<file path="config.mk">
export PLATFORM = sky130hd
export DESIGN_NAME = otter_timer_bank_flat
export DESIGN_NICKNAME = d
export VERILOG_FILES = /design/src/rtl/otter_tmr_pkg.sv /design/src/rtl/otter_timer_bank_if.sv /design/src/rtl/tmr_channel.sv /design/src/rtl/otter_timer_bank.sv /design/src/flat_wrapper.sv
export SDC_FILE = /design/constraint.sdc
export NUM_CORES = 1
export LEC_CHECK = 0
export ABC_AREA = 1
export BUFFER_PORTS_ARGS = -buffer_cell sky130_fd_sc_hd__clkbuf_2
export CAP_MARGIN = 5
export CORE_ASPECT_RATIO = 0.9
export CORE_MARGIN = 4
export CORE_UTILIZATION = 40
export DETAILED_ROUTE_END_ITERATION = 6
export PLACE_DENSITY = 0.54
export SETUP_SLACK_MARGIN = 0.02
export SLEW_MARGIN = 5
export SYNTH_ARGS = -nofsm -noshare
export SYNTH_HDL_FRONTEND = slang
export SYNTH_SLANG_ARGS = --single-unit
</file>
<file path="constraint.sdc">
create_clock -name CLK -period 6.3 [get_ports CLK]
set_input_delay 1.26 -clock CLK [delete_from_list [all_inputs] [get_ports CLK]]
set_output_delay 1.26 -clock CLK [all_outputs]
set_load 0.01 [all_outputs]
</file>
<file path="src/rtl/otter_tmr_pkg.sv">
// Shared constants and types for the OTTER timer bank: register offsets, CSR bit layout and the
// prescaler compare helper.
package otter_tmr_pkg;

  localparam int unsigned PS_W    = 4;
  localparam int unsigned PRESC_W = (1 << PS_W) - 1;

  localparam logic [31:0] CSR_OFS   = 32'h0000_0000;
  localparam logic [31:0] LOAD_OFS  = 32'h0000_0004;
  localparam logic [31:0] CNT_OFS   = 32'h0000_0008;
  localparam logic [31:0] STAT_OFS  = 32'h0000_0100;
  localparam logic [31:0] IEN_OFS   = 32'h0000_0104;
  localparam logic [31:0] CH_STRIDE = 32'h0000_0010;

  localparam int unsigned CSR_EN_BIT   = 0;
  localparam int unsigned CSR_MODE_BIT = 1;
  localparam int unsigned CSR_PS_LSB   = 2;
  localparam int unsigned CSR_CASC_BIT = CSR_PS_LSB + PS_W;

  // Field order matches the CSR bit layout so a zero-extending cast yields the read value.
  typedef struct packed {
    logic            casc;
    logic [PS_W-1:0] ps;
    logic            mode;
    logic            en;
  } tmr_csr_t;

  function automatic logic [PRESC_W-1:0] presc_max(input logic [PS_W-1:0] ps);
    return PRESC_W'((32'd1 << ps) - 32'd1);
  endfunction

endpackage

</file>
<file path="src/rtl/otter_timer_bank_if.sv">
// OTTER IOBUS view of the timer bank: MCU address/data/strobe in, combinational read data and
// address-hit flag out.
interface otter_timer_bank_if;
  logic [31:0] IOBUS_ADDR;
  logic [31:0] IOBUS_OUT;
  logic        IOBUS_WR;
  logic [31:0] RD_DATA;
  logic        HIT;

  modport master (output IOBUS_ADDR, output IOBUS_OUT, output IOBUS_WR,
                  input RD_DATA, input HIT);
  modport slave  (input IOBUS_ADDR, input IOBUS_OUT, input IOBUS_WR,
                  output RD_DATA, output HIT);
endinterface

</file>
<file path="src/rtl/tmr_channel.sv">
// One timer channel: CSR, LOAD, COUNT and prescaler, with a registered one-cycle expiry pulse.
// Cascade ticking is built only when OTTER_TMR_CASCADE_EN is defined.
module tmr_channel
  import otter_tmr_pkg::*;
#(
  parameter int unsigned CNT_W   = 32,
  parameter bit          CASC_OK = 1'b0
) (
  input  logic             CLK,
  input  logic             RESET,
  input  logic             i_csr_we,
  input  tmr_csr_t         i_csr_wdata,
  input  logic             i_load_we,
  input  logic [CNT_W-1:0] i_load_wdata,
  input  logic             i_casc_tick,
  output tmr_csr_t         o_csr,
  output logic [CNT_W-1:0] o_load,
  output logic [CNT_W-1:0] o_count,
  output logic             o_expire_set,
  output logic             o_expire
);

  tmr_csr_t           r_csr;
  logic [CNT_W-1:0]   r_load;
  logic [CNT_W-1:0]   r_count;
  logic [PRESC_W-1:0] r_presc;
  logic               r_expire;

  tmr_csr_t w_csr_wr;
  logic     w_casc;
  logic     w_presc_tick;
  logic     w_tick;
  logic     w_expire;

`ifdef OTTER_TMR_CASCADE_EN
  assign w_casc = CASC_OK && r_csr.casc;
  always_comb begin
    w_csr_wr      = i_csr_wdata;
    w_csr_wr.casc = CASC_OK && i_csr_wdata.casc;
  end
`else
  logic w_unused;
  assign w_unused = ^{i_casc_tick, i_csr_wdata.casc, CASC_OK};
  assign w_casc   = 1'b0;
  always_comb begin
    w_csr_wr      = i_csr_wdata;
    w_csr_wr.casc = 1'b0;
  end
`endif

  assign w_presc_tick = (r_presc == presc_max(r_csr.ps));
  assign w_tick       = r_csr.en && (w_casc ? i_casc_tick : w_presc_tick);
  assign w_expire     = w_tick && (r_count == '0);

  // A CSR write takes priority over this cycle's tick, including the one-shot EN auto-clear.
  always_ff @(posedge CLK) begin
    if (RESET) begin
      r_csr    <= '0;
      r_load   <= '0;
      r_count  <= '0;
      r_presc  <= '0;
      r_expire <= 1'b0;
    end else begin
      r_expire <= w_expire;
      if (i_load_we) r_load <= i_load_wdata;
      if (i_csr_we) begin
        r_csr <= w_csr_wr;
        if (i_csr_wdata.en) begin
          r_count <= r_load;
          r_presc <= '0;
        end
      end else if (r_csr.en) begin
        r_presc <= w_presc_tick ? '0 : r_presc + PRESC_W'(1);
        if (w_expire) begin
          if (r_csr.mode) r_count  <= r_load;
          else            r_csr.en <= 1'b0;
        end else if (w_tick) begin
          r_count <= r_count - CNT_W'(1);
        end
      end
    end
  end

  assign o_csr        = r_csr;
  assign o_load       = r_load;
  assign o_count      = r_count;
  assign o_expire_set = w_expire;
  assign o_expire     = r_expire;

endmodule

</file>
<file path="src/rtl/otter_timer_bank.sv">
// N-channel memory-mapped timer bank on the OTTER IOBUS: address decode, read mux, W1C interrupt
// status, interrupt enable and registered INTR. Optional cascade mode: OTTER_TMR_CASCADE_EN.
module otter_timer_bank
  import otter_tmr_pkg::*;
#(
  parameter int unsigned N_CH      = 4,
  parameter int unsigned CNT_W     = 32,
  parameter logic [31:0] BASE_ADDR = 32'h1100_D000
) (
  input  logic                CLK,
  input  logic                RESET,
  otter_timer_bank_if.slave   bus,
  output logic                INTR,
  output logic [N_CH-1:0]     EXPIRE
);

  logic [31:0]     w_ofs;
  logic [31:0]     w_rd_data;
  logic            w_hit;
  logic            w_stat_sel;
  logic            w_ien_sel;
  logic [N_CH-1:0] w_csr_we;
  logic [N_CH-1:0] w_load_we;
  logic [N_CH-1:0] w_expire_set;
  logic [N_CH-1:0] w_w1c;
  tmr_csr_t        w_csr_wdata;
  tmr_csr_t        w_csr   [N_CH];
  logic [CNT_W-1:0] w_load [N_CH];
  logic [CNT_W-1:0] w_count[N_CH];

  logic [N_CH-1:0] r_int_stat;
  logic [N_CH-1:0] r_int_en;
  logic            r_intr;

  assign w_ofs      = bus.IOBUS_ADDR - BASE_ADDR;
  assign w_stat_sel = (w_ofs == STAT_OFS);
  assign w_ien_sel  = (w_ofs == IEN_OFS);

  always_comb begin
    w_csr_wdata      = '0;
    w_csr_wdata.en   = bus.IOBUS_OUT[CSR_EN_BIT];
    w_csr_wdata.mode = bus.IOBUS_OUT[CSR_MODE_BIT];
    w_csr_wdata.ps   = bus.IOBUS_OUT[CSR_PS_LSB +: PS_W];
    w_csr_wdata.casc = bus.IOBUS_OUT[CSR_CASC_BIT];
  end

  // Exact-match decode: unmapped words inside the window neither hit nor return data.
  always_comb begin
    w_csr_we  = '0;
    w_load_we = '0;
    w_rd_data = '0;
    w_hit     = 1'b0;
    for (int i = 0; i < N_CH; i++) begin
      if (w_ofs == 32'(i) * CH_STRIDE + CSR_OFS) begin
        w_hit       = 1'b1;
        w_rd_data   = 32'(w_csr[i]);
        w_csr_we[i] = bus.IOBUS_WR;
      end
      if (w_ofs == 32'(i) * CH_STRIDE + LOAD_OFS) begin
        w_hit        = 1'b1;
        w_rd_data    = 32'(w_load[i]);
        w_load_we[i] = bus.IOBUS_WR;
      end
      if (w_ofs == 32'(i) * CH_STRIDE + CNT_OFS) begin
        w_hit     = 1'b1;
        w_rd_data = 32'(w_count[i]);
      end
    end
    if (w_stat_sel) begin
      w_hit     = 1'b1;
      w_rd_data = 32'(r_int_stat);
    end
    if (w_ien_sel) begin
      w_hit     = 1'b1;
      w_rd_data = 32'(r_int_en);
    end
  end

  assign bus.RD_DATA = w_rd_data;
  assign bus.HIT     = w_hit;

  for (genvar i = 0; i < N_CH; i++) begin : g_ch
    logic w_casc_tick;
    if (i == 0) begin : g_first
      assign w_casc_tick = 1'b0;
    end else begin : g_next
      assign w_casc_tick = EXPIRE[i-1];
    end

    tmr_channel #(
      .CNT_W  (CNT_W),
      .CASC_OK(i != 0)
    ) u_ch (
      .CLK         (CLK),
      .RESET       (RESET),
      .i_csr_we    (w_csr_we[i]),
      .i_csr_wdata (w_csr_wdata),
      .i_load_we   (w_load_we[i]),
      .i_load_wdata(bus.IOBUS_OUT[CNT_W-1:0]),
      .i_casc_tick (w_casc_tick),
      .o_csr       (w_csr[i]),
      .o_load      (w_load[i]),
      .o_count     (w_count[i]),
      .o_expire_set(w_expire_set[i]),
      .o_expire    (EXPIRE[i])
    );
  end

  assign w_w1c = (w_stat_sel && bus.IOBUS_WR) ? bus.IOBUS_OUT[N_CH-1:0] : '0;

  // Expiry set wins over a simultaneous W1C on the same bit.
  always_ff @(posedge CLK) begin
    if (RESET) begin
      r_int_stat <= '0;
      r_int_en   <= '0;
      r_intr     <= 1'b0;
    end else begin
      r_int_stat <= (r_int_stat & ~w_w1c) | w_expire_set;
      if (w_ien_sel && bus.IOBUS_WR) r_int_en <= bus.IOBUS_OUT[N_CH-1:0];
      r_intr <= |(r_int_stat & r_int_en);
    end
  end

  assign INTR = r_intr;

endmodule

</file>
<file path="src/flat_wrapper.sv">
// flat-port wrapper written by rule: the top's interface ports become plain ports
module otter_timer_bank_flat import otter_tmr_pkg::*;
#(
  parameter int unsigned N_CH      = 4,
  parameter int unsigned CNT_W     = 32,
  parameter logic [31:0] BASE_ADDR = 32'h1100_D000
)
  (CLK, RESET, INTR, EXPIRE, bus_IOBUS_ADDR, bus_IOBUS_OUT, bus_IOBUS_WR, bus_RD_DATA, bus_HIT);
  otter_timer_bank_if bus_i ();
  input  logic CLK;
  input  logic RESET;
  output logic INTR;
  output logic [N_CH-1:0] EXPIRE;
  input wire logic [$bits(bus_i.IOBUS_ADDR)-1:0] bus_IOBUS_ADDR;
  input wire logic [$bits(bus_i.IOBUS_OUT)-1:0] bus_IOBUS_OUT;
  input wire logic [$bits(bus_i.IOBUS_WR)-1:0] bus_IOBUS_WR;
  output wire logic [$bits(bus_i.RD_DATA)-1:0] bus_RD_DATA;
  output wire logic [$bits(bus_i.HIT)-1:0] bus_HIT;
  assign bus_i.IOBUS_ADDR = bus_IOBUS_ADDR;
  assign bus_i.IOBUS_OUT = bus_IOBUS_OUT;
  assign bus_i.IOBUS_WR = bus_IOBUS_WR;
  assign bus_RD_DATA = bus_i.RD_DATA;
  assign bus_HIT = bus_i.HIT;
  otter_timer_bank #(.N_CH(N_CH), .CNT_W(CNT_W), .BASE_ADDR(BASE_ADDR)) u_core (.CLK(CLK), .RESET(RESET), .bus(bus_i), .INTR(INTR), .EXPIRE(EXPIRE));
endmodule
</file>
==> results.cfg, run 1 <==
[logic_synthesis]
yosysMostFrequentCell = nor2_1
yosysUniqueCellTypes = 63
muxShareOfSynthArea_pct = 0.258
syn_nets = 3688
yosys_register_bits = 353
synth_warnings = 0
ys.flop_type = dfxtp_1
synth_compound_gate_area_share_pct = 22.3
synthArstFlopShare_pct = 0
synth_edf_count = 0
synthDominantCellAreaShare_pct = 30.3
netlist_area_um2 = 23300
synth-simple-area-share_pct = 28.6
synthAdderAreaFrac_pct = 0.644
synth-xor-area-share_pct = 6.53
synth.area.top_cells = dfxtp_1 (30%), nor2_1 (9.1%), nand2_1 (8.9%)
syn_inst = 3609
synth_top_family_by_area = simple AND/OR/NAND/NOR gates
synthTopCellsByCount = nor2_1 (568), nand2_1 (551), inv_1 (433)
syn_area_per_cell_um2 = 6.46
synth_top_area_cell = dfxtp_1
synth_seq_area_share_pct = 30.3

[grt]
gr-total-overflow = 0
grt.total_usage_pct = 24.5
antenna_found_initial = 0
grt_max_degree = 103
grt_pass1_wl_mm = 124
grt_pass1_vias = 21200

[sta]
setup_viol = 0
finalCriticalPeriod_ns = 5.69
slew_headroom_pct = 23.2
hold_viol = 0
setup_tns_ns = 0
drv_slew = 0
period_share_pct = 90.4
rsz0062_at_grt = false
fmax_ghz = 0.176
worst_pin_slew_ns = 1.15
worst_clock_skew_ns = 0.0243
finalWorstSetupSlack_ns = 0.606

[pwr]
switching_share_pct = 24.0
comb_power_share_pct = 3.3
cell_internal_pwr_mw = 3.79
p_clk_share_pct = 51.9
leakage_nw = 10.8
pwr_density_cell_nw_per_um2 = 195
p_sw_mw = 1.20
max-vdd-ir-drop_mv = 0.174
p_seq_share_pct = 44.8

[worst_setup_path]
critPathArrivalTime_ns = 4.43
crit_buf_inv = 5
critPathRequiredTime_ns = 5.04
cp.depth = 20
critPathCaptureType = primary output
cpLargestDelayFamily = simple AND/OR/NAND/NOR gates
path_class = in -> out
r2r.worst_path.cells = 17
critPathLaunchType = input port
crit_chain = clkbuf_2, nor2_4, inv_1, nor2_1, nor2_1, nor2_1, nand2_1, nand2_1, nand3_1, nor2_2, nand2_1, nor3_2, nand3_1, clkinv_1, buf_4, a21oi_1, nand3b_1, nand2_1, a21oi_1, clkbuf_2
crit_top_cell = nand2_1
cp_max_fo = 32
max_stage_delay_ns = 0.38
cpMaxStageDelayCell = buf_4

[route]
first_pass_iters = 6
ant_nets = 0
wirelength_mm = 79.9
dr.first_iter.drc_count = 1838
vias_per_cell = 5.33
drc = 0
vias = 23500
wl_per_cell_um = 18.1

[floorplan]
die_area_um2 = 62200
die_w_um = 262
rows = 83
die_h_um = 237
initial_utilization_pct = 40.7
io_pins = 105
core_um2 = 57300

[placed_design]
dp_hpwl_mm = 58.5
routabilityCongestion = 0.919
portBuffers = 104
place_ws_ns = 0.625

[layout]
num_antenna_cells = 0
finish.utilization_pct = 44.7
drive_gt1_share_pct = 8.54
syn_to_final_growth_pct = 9.87
nets = 3691

[clock_network]
cts_setup_buffers = 0
clk_path_buf_depth = 3
cts_tree = built
cts-buffers-inserted = 44
cts.htree.levels = 2
clk_pin_slew_ns = 0.05
clock-sinks = 353
cts_resized = 0
cts_hold_buf = 0
clk_latency_ns = 0.60
clock-root-buffer = clkbuf_16

[status]
outcome = complete, no violations

[min_path]
min-delay-path-class = reg -> reg
holdPathStages = 2

[run]
drv_cap = 0
[placed cells by master, fill, tap and decap left out, types with 5 or more instances in the layout]
| cell type | netlist | final |
|---|---|---|
| o22ai_1 | 31 | 31 |
| a211oi_2 | 10 | 11 |
| nor3_1 | 61 | 61 |
| a21oi_1 | 334 | 334 |
| mux2i_1 | 6 | 6 |
| clkbuf_2 | 2 | 103 |
| inv_1 | 433 | 433 |
| o21ai_1 | 9 | 9 |
| nand2_2 | 9 | 10 |
| a211oi_1 | 114 | 113 |
| dfxtp_1 | 353 | 353 |
| xnor2_1 | 42 | 42 |
| nor2_2 | 13 | 13 |
| clkbuf_1 | 91 | 11 |
| xor2_1 | 130 | 130 |
| o211ai_1 | 10 | 10 |
| clkbuf_8 | 0 | 9 |
| clkbuf_16 | 0 | 44 |
| nand2_1 | 551 | 550 |
| o211a_1 | 5 | 5 |
| nor2_1 | 568 | 568 |
| nor2_4 | 8 | 8 |
| nand3b_1 | 20 | 20 |
| nor4_1 | 28 | 28 |
| o21ai_0 | 323 | 323 |
| or2_2 | 10 | 10 |
| a21oi_2 | 11 | 11 |
| ha_1 | 12 | 12 |
| buf_4 | 19 | 36 |
| nand3_1 | 167 | 167 |
| inv_2 | 14 | 14 |
| o221ai_1 | 26 | 26 |
| nand4_1 | 60 | 60 |
| a31oi_1 | 15 | 15 |
| nor3_2 | 5 | 5 |
[power by group through the flow]
| stage | Sequential [mW] | Combinational, mW | Clock [mW] |
|---|---|---|---|
| 6_report | 2.23 | 0.165 | 2.59 |
| 5_1_grt | 2.23 | 0.179 | 2.72 |
| 3_5_place_dp | 2.28 | 0.166 | 0 |
| 4_1_cts | 2.23 | 0.167 | 2.63 |
| 2_1_floorplan | 2.28 | 0.0796 | 0 |
| 3_3_place_gp | 2.28 | 0.168 | 0 |
[cells by family after synthesis]
family | count (synthesis)
compound gates | 905
buf+inv | 635
mux | 6
xor+xnor | 173
flops | 353
fa+ha+maj | 12
simple gates | 1525
[layout make-up]
type	count	area (µm²)
inverter	450	1690
tap	765	957
sequential	353	7070
multi-input combinational	2621	13600
clock inverter	12	173
fill	6203	31700
timing repair buffer	142	837
clock buffer	64	1270
[metal layers]
metal	GRT usage (%)	vias to the layer above	wire, µm
met5	0	-	0
met4	7.02	0	2170
met3	3.04	115	4410
met2	39.5	635	35700
met1	34.6	10700	37600
li1	-	12000	-
[per-stage QoR]
stage	hold slack (ns)	power, mW	std cells	instance area [µm²]
after detailed placement	0.461	2.45	4331	24200
after global placement	0.460	2.45	4331	24200
after CTS	0.474	5.03	4407	25600
after floorplan	0.439	2.36	3609	23300
final	0.476	4.99	4407	25600
after global routing	0.491	5.13	4407	25600
[worst min-delay path, cell delays in order (launching register included)]
cell     delay [ns]
dfxtp_1        0.31
nand2_1        0.06
a21oi_1        0.06
[registers in the layout (all words and copies together) (netlist names)]
name / count
u_core.g_ch.u_ch.o_csr: 24
u_core.g_ch.u_ch.o_count: 128
u_core.g_ch.u_ch.r_presc: 60
u_core.INTR: 1
u_core.g_ch.u_ch.o_load: 128
u_core.r_int_stat: 4
u_core.g_ch.u_ch.o_expire: 4
u_core.r_int_en: 4
[worst paths after layout]
check | start | end | slack (ns)
max | bus_IOBUS_ADDR[16] | bus_RD_DATA[0] | 0.61
min | u_core.g_ch[3].u_ch.r_presc[14]$_SDFFE_PP0P_ | u_core.g_ch[3].u_ch.r_presc[14]$_SDFFE_PP0P_ | 0.48
max reg2reg | u_core.g_ch[3].u_ch.o_csr[5]$_SDFFE_PP0P_ | u_core.g_ch[3].u_ch.o_count[0]$_SDFFE_PP0P_ | 1.64
min reg2reg | u_core.g_ch[3].u_ch.r_presc[14]$_SDFFE_PP0P_ | u_core.g_ch[3].u_ch.r_presc[14]$_SDFFE_PP0P_ | 0.48
(Power assumes the default switching activity.)
==> run 2: changes to the inputs <==
--- a/config.mk
+++ b/config.mk
@@ -9,7 +9,6 @@
 export BUFFER_PORTS_ARGS = -buffer_cell sky130_fd_sc_hd__clkbuf_2
 export CAP_MARGIN = 5
 export CORE_ASPECT_RATIO = 0.9
-export CORE_MARGIN = 4
 export CORE_UTILIZATION = 40
 export DETAILED_ROUTE_END_ITERATION = 6
 export PLACE_DENSITY = 0.54
==> run 2 against run 1 <==
Effect of this change: maximum frequency fell by 2.0%; critical endpoint is now bus_RD_DATA[31]; cell count fell by 0.23%; largest power group unchanged; worst setup slack got worse by 0.12 ns; combinational power barely moved; worst hold slack got worse by 0.0038 ns.
==> results.cfg, run 2 (same netlist as run 1, synthesis figures left out) <==
[status]
outcome = complete, no violations

[route]
vias = 23300
ant_nets = 0
wl_per_cell_um = 17.8
first_pass_iters = 7
drc = 0
dr.first_iter.drc_count = 1743
wirelength_mm = 78.5
vias_per_cell = 5.31

[clock_network]
clk_path_buf_depth = 3
cts_setup_buffers = 0
clock-sinks = 353
cts.htree.levels = 2
cts_hold_buf = 0
cts_tree = built
cts-buffers-inserted = 43
cts_resized = 0
clock-root-buffer = clkbuf_16
clk_latency_ns = 0.59
clk_pin_slew_ns = 0.06

[worst_setup_path]
critPathRequiredTime_ns = 5.04
critPathCaptureType = primary output
cp_max_fo = 28
critPathLaunchType = input port
path_class = in -> out
critPathArrivalTime_ns = 4.55
cp-startpoint = bus_IOBUS_ADDR[18]
r2r-start = u_core.g_ch[3].u_ch.o_csr[5]$_SDFFE_PP0P_

[min_path]
worstHoldStart = u_core.g_ch[2].u_ch.o_load[17]$_SDFFE_PP0P_
min-delay-path-class = reg -> reg

[layout]
num_antenna_cells = 0
drive_gt1_share_pct = 8.45
nets = 3682
layout_common_cells = nor2_1 (568), nand2_1 (550), inv_1 (433), dfxtp_1 (353), a21oi_1 (334)
syn_to_final_growth_pct = 9.84
final_common_cell = nor2_1
stdcell_area_um2 = 25600

[placed_design]
post_dp_cell_area_um2 = 24100
routabilityCongestion = 0.937
dp_hpwl_mm = 57.5
portBuffers = 104

[floorplan]
die_h_um = 231
die_w_um = 256
die_area_um2 = 59200
io_pins = 105
core_um2 = 57300
initial_utilization_pct = 40.7
rows = 83

[grt]
grt_pass1_wl_mm = 123
grt.total_usage_pct = 26.1
gr-total-overflow = 0
grt_pass1_vias = 21100
grt_max_degree = 71
antenna_found_initial = 0

[sta]
drv_slew = 0
period_share_pct = 92.2
setup_viol = 0
worst_pin_slew_ns = 1.19
setup_tns_ns = 0
rsz0062_at_grt = false
hold_ws_ns = 0.472
hold_viol = 0
slew_headroom_pct = 19.6
fmax_ghz = 0.172
worst_clock_skew_ns = 0.0302
finalCriticalPeriod_ns = 5.81

[run]
drv_cap = 0

[pwr]
leakage_nw = 10.9
pwr_density_cell_nw_per_um2 = 198
max-vdd-ir-drop_mv = 0.192
fin_total_pwr_mw = 5.07
## run 2: path summary, 6_finish.rpt
kind | slack, ns | end | cells past startpoint
worst max-delay path | 0.49 | bus_RD_DATA[31] | 21
worst min-delay path | 0.47 | u_core.g_ch[2].u_ch.o_load[17]$_SDFFE_PP0P_ | 2
worst max register to register | 1.43 | u_core.g_ch[3].u_ch.o_count[22]$_SDFFE_PP0P_ | 17
worst min register to register | 0.47 | u_core.g_ch[2].u_ch.o_load[17]$_SDFFE_PP0P_ | 2
## run 2: routing by layer
| metal | vias up | wire, µm | track usage [%] |
|---|---|---|---|
| met5 | - | 0 | 0 |
| met4 | 0 | 2270 | 8.56 |
| met3 | 108 | 3590 | 2.28 |
| met2 | 588 | 34900 | 41.6 |
| met1 | 10700 | 37700 | 36.9 |
| li1 | 12000 | - | - |
## run 2: cell type report
type,instances,area [µm²]
Sequential cell,353,7070
Multi-Input combinational cell,2621,13600
Clock buffer,60,1280
Fill cell,6228,31700
Timing Repair Buffer,134,777
Tap cell,765,957
Inverter,450,1690
Clock inverter,14,210
## run 2: critical path, cell delays in order
cell and delay (ns):
clkbuf_2 0.10, nor2_1 0.20, nand2_2 0.09, nor2_4 0.20, nand2_4 0.09, nand2_2 0.09
nand2_1 0.07, nand2_1 0.09, nand2_1 0.07, nor2_2 0.10, nand3b_1 0.10, nor2_2 0.22
buf_4 0.25, nand2_4 0.13, buf_4 0.28, o22ai_1 0.32, o221ai_1 0.20, nand2_1 0.15
nand2_1 0.09, a21oi_1 0.22, clkbuf_2 0.18
## run 2: per-stage QoR
step	util [%]	worst slack [ns]	instances
finish	44.7	0.490	4397
global route	44.7	0.0979	4397
CTS	44.7	0.475	4397
detailed placement	42.1	0.473	4323
global placement	42.1	0.463	4323
floorplan	-	1.60	3609
## run 2: power breakdown
part / total, mW / internal (mW) / switching [mW]
combinational: 0.165 / 0.0369 / 0.128
clock: 2.67 / 1.62 / 1.05
sequential: 2.23 / 2.23 / 0.000000000724
==> run 3: changes to the inputs <==
--- a/config.mk
+++ b/config.mk
@@ -16,4 +16,5 @@
 export SLEW_MARGIN = 5
 export SYNTH_ARGS = -nofsm -noshare
 export SYNTH_HDL_FRONTEND = slang
+export SYNTH_HIERARCHICAL = 1
 export SYNTH_SLANG_ARGS = --single-unit
==> run 3 against run 2 <==
Effect of this change: synthesized cell count is 12% higher; routed wire length is 4.7% higher; non-clock buffer count is 14 higher.
==> results.cfg, run 3 <==
[status]
outcome = complete, no violations

[placed_design]
dp_cells = 4801
dp_hpwl_mm = 60.0
routabilityCongestion = 0.909
post_dp_cell_area_um2 = 24900
portBuffers = 104

[sta]
finalCriticalPeriod_ns = 5.72
setup_tns_ns = 0
worst_clock_skew_ns = 0.0162
setup_viol = 0
drv_slew = 0
rsz0062_at_grt = false
fmax_ghz = 0.175
hold_viol = 0
period_share_pct = 90.7
slew_headroom_pct = 35.7
worst_pin_slew_ns = 0.956

[worst_setup_path]
crit_buf_inv = 3
critPathRequiredTime_ns = 5.04
cp_max_fo = 8
cpLargestDelayFamily = simple AND/OR/NAND/NOR gates
max_stage_delay_ns = 0.48
cpMaxStageDelayCell = nor3_1
crit_chain = clkbuf_2, nor3_1, nand3_1, nor4_2, nand4_1, nor2_1, nand2_1, nand2_1, inv_1, nand3_1, o211ai_1, nand4_1, nand2_1, a21oi_1, nor2_1, nor2_1, clkbuf_2
critPathArrivalTime_ns = 4.46
critPathCaptureType = primary output
path_class = in -> out
critPathLaunchType = input port

[floorplan]
initial_utilization_pct = 40.8
io_pins = 105
die_w_um = 260
rows = 84
die_h_um = 235
die_area_um2 = 61100
core_um2 = 58900

[grt]
antenna_found_initial = 0
gr-total-overflow = 0
grt_pass1_vias = 22900
grt.total_usage_pct = 26.8
grt_max_degree = 73
grt_pass1_wl_mm = 129

[pwr]
max-vdd-ir-drop_mv = 0.188
p_sw_mw = 1.18
p_seq_share_pct = 43.4
pwr_density_cell_nw_per_um2 = 194
comb_power_share_pct = 2.8
leakage_nw = 12.5
p_clk_share_pct = 53.8
cell_internal_pwr_mw = 3.96
switching_share_pct = 23.0

[clock_network]
cts_resized = 0
cts-buffers-inserted = 44
clk_latency_ns = 0.59
cts.htree.levels = 2
clock-root-buffer = clkbuf_16
cts_tree = built
cts_hold_buf = 0
clk_pin_slew_ns = 0.06
clock-sinks = 353
cts_setup_buffers = 0
clk_path_buf_depth = 3

[logic_synthesis]
syn_inst = 4060
syn_area_per_cell_um2 = 5.92
netlist_area_um2 = 24000
syn_nets = 4143
synth_warnings = 6

[layout]
stdcell_area_um2 = 26500
final_common_cell = nand2_1
syn_to_final_growth_pct = 10.2
fin_cells = 4882
num_antenna_cells = 0
drive_gt1_share_pct = 8.15
nets = 4156
layout_common_cells = nand2_1 (1,140), nor2_1 (690), inv_1 (416), dfxtp_1 (353), nand3_1 (262)

[min_path]
min-delay-path-class = reg -> reg

[route]
wl_per_cell_um = 16.8
ant_nets = 0
wirelength_mm = 82.2
vias = 25100
vias_per_cell = 5.14
dr.first_iter.drc_count = 1993
drc = 0
first_pass_iters = 6

[run]
drv_cap = 0
run 3: cell types whose count changed in the layout (fill, tap and decap cells not counted), moves of 48 or more:
cell,delta
a211oi_1,-109
a21oi_1,-167
nand2_1,+590
nand3_1,+95
nor2_1,+122
o211ai_1,+48
o21ai_0,-82
run 3: area by class of cell:
cell class                      instances  area, µm²
Sequential cell                       353       7070
Inverter                              478       1790
Fill cell                            6574      32400
Tap cell                              774        968
Clock inverter                         16        244
Timing Repair Buffer                  148        851
Multi-Input combinational cell       3048      14200
Clock buffer                           65       1320
run 3: worst min-delay path: stages, from the launching register on:
cell and delay [ns]:
dfxtp_1 0.31, inv_1 0.06, a21oi_1 0.06
run 3: per-stage QoR:
step	total power [mW]	utilization (%)	hold slack (ns)	setup WS (ns)
6_report	5.15	45.0	0.475	0.584
5_1_grt	5.31	45.0	0.507	0.293
4_1_cts	5.22	45.0	0.470	0.608
3_5_place_dp	2.43	42.3	0.465	0.616
3_3_place_gp	2.43	42.3	0.464	0.567
2_1_floorplan	2.35	-	0.445	1.73
run 3: power by group through the flow:
stage | clock network, mW | registers, mW | logic, mW
after floorplan | 0 | 2.28 | 0.0673
after global placement | 0 | 2.28 | 0.149
after detailed placement | 0 | 2.28 | 0.149
after CTS | 2.84 | 2.23 | 0.149
after global routing | 2.92 | 2.23 | 0.161
final | 2.77 | 2.23 | 0.147
run 3: path summary, 6_finish.rpt:
check	to	cells past startpoint	startpoint	slack, ns
setup / recovery	bus_RD_DATA[6]	17	bus_IOBUS_ADDR[9]	0.58
hold / removal	u_core/g_ch[3].u_ch/o_load[25]$_SDFFE_PP0P_	2	u_core/g_ch[3].u_ch/o_load[25]$_SDFFE_PP0P_	0.48
setup reg to reg	u_core/g_ch[1].u_ch/o_count[27]$_SDFFE_PP0P_	17	u_core/g_ch[1].u_ch/o_csr[5]$_SDFFE_PP0P_	2.26
hold reg to reg	u_core/g_ch[3].u_ch/o_load[25]$_SDFFE_PP0P_	2	u_core/g_ch[3].u_ch/o_load[25]$_SDFFE_PP0P_	0.48
run 3: routing by layer:
| layer | part of all wire [%] | vias up | GRT usage [%] |
|---|---|---|---|
| met5 | 0 | - | 0 |
| met1 | 47 | 11500 | 36.5 |
| met2 | 46 | 568 | 44.5 |
| met4 | 2.6 | 0 | 7.86 |
| li1 | - | 13000 | - |
| met3 | 4.5 | 114 | 2.67 |
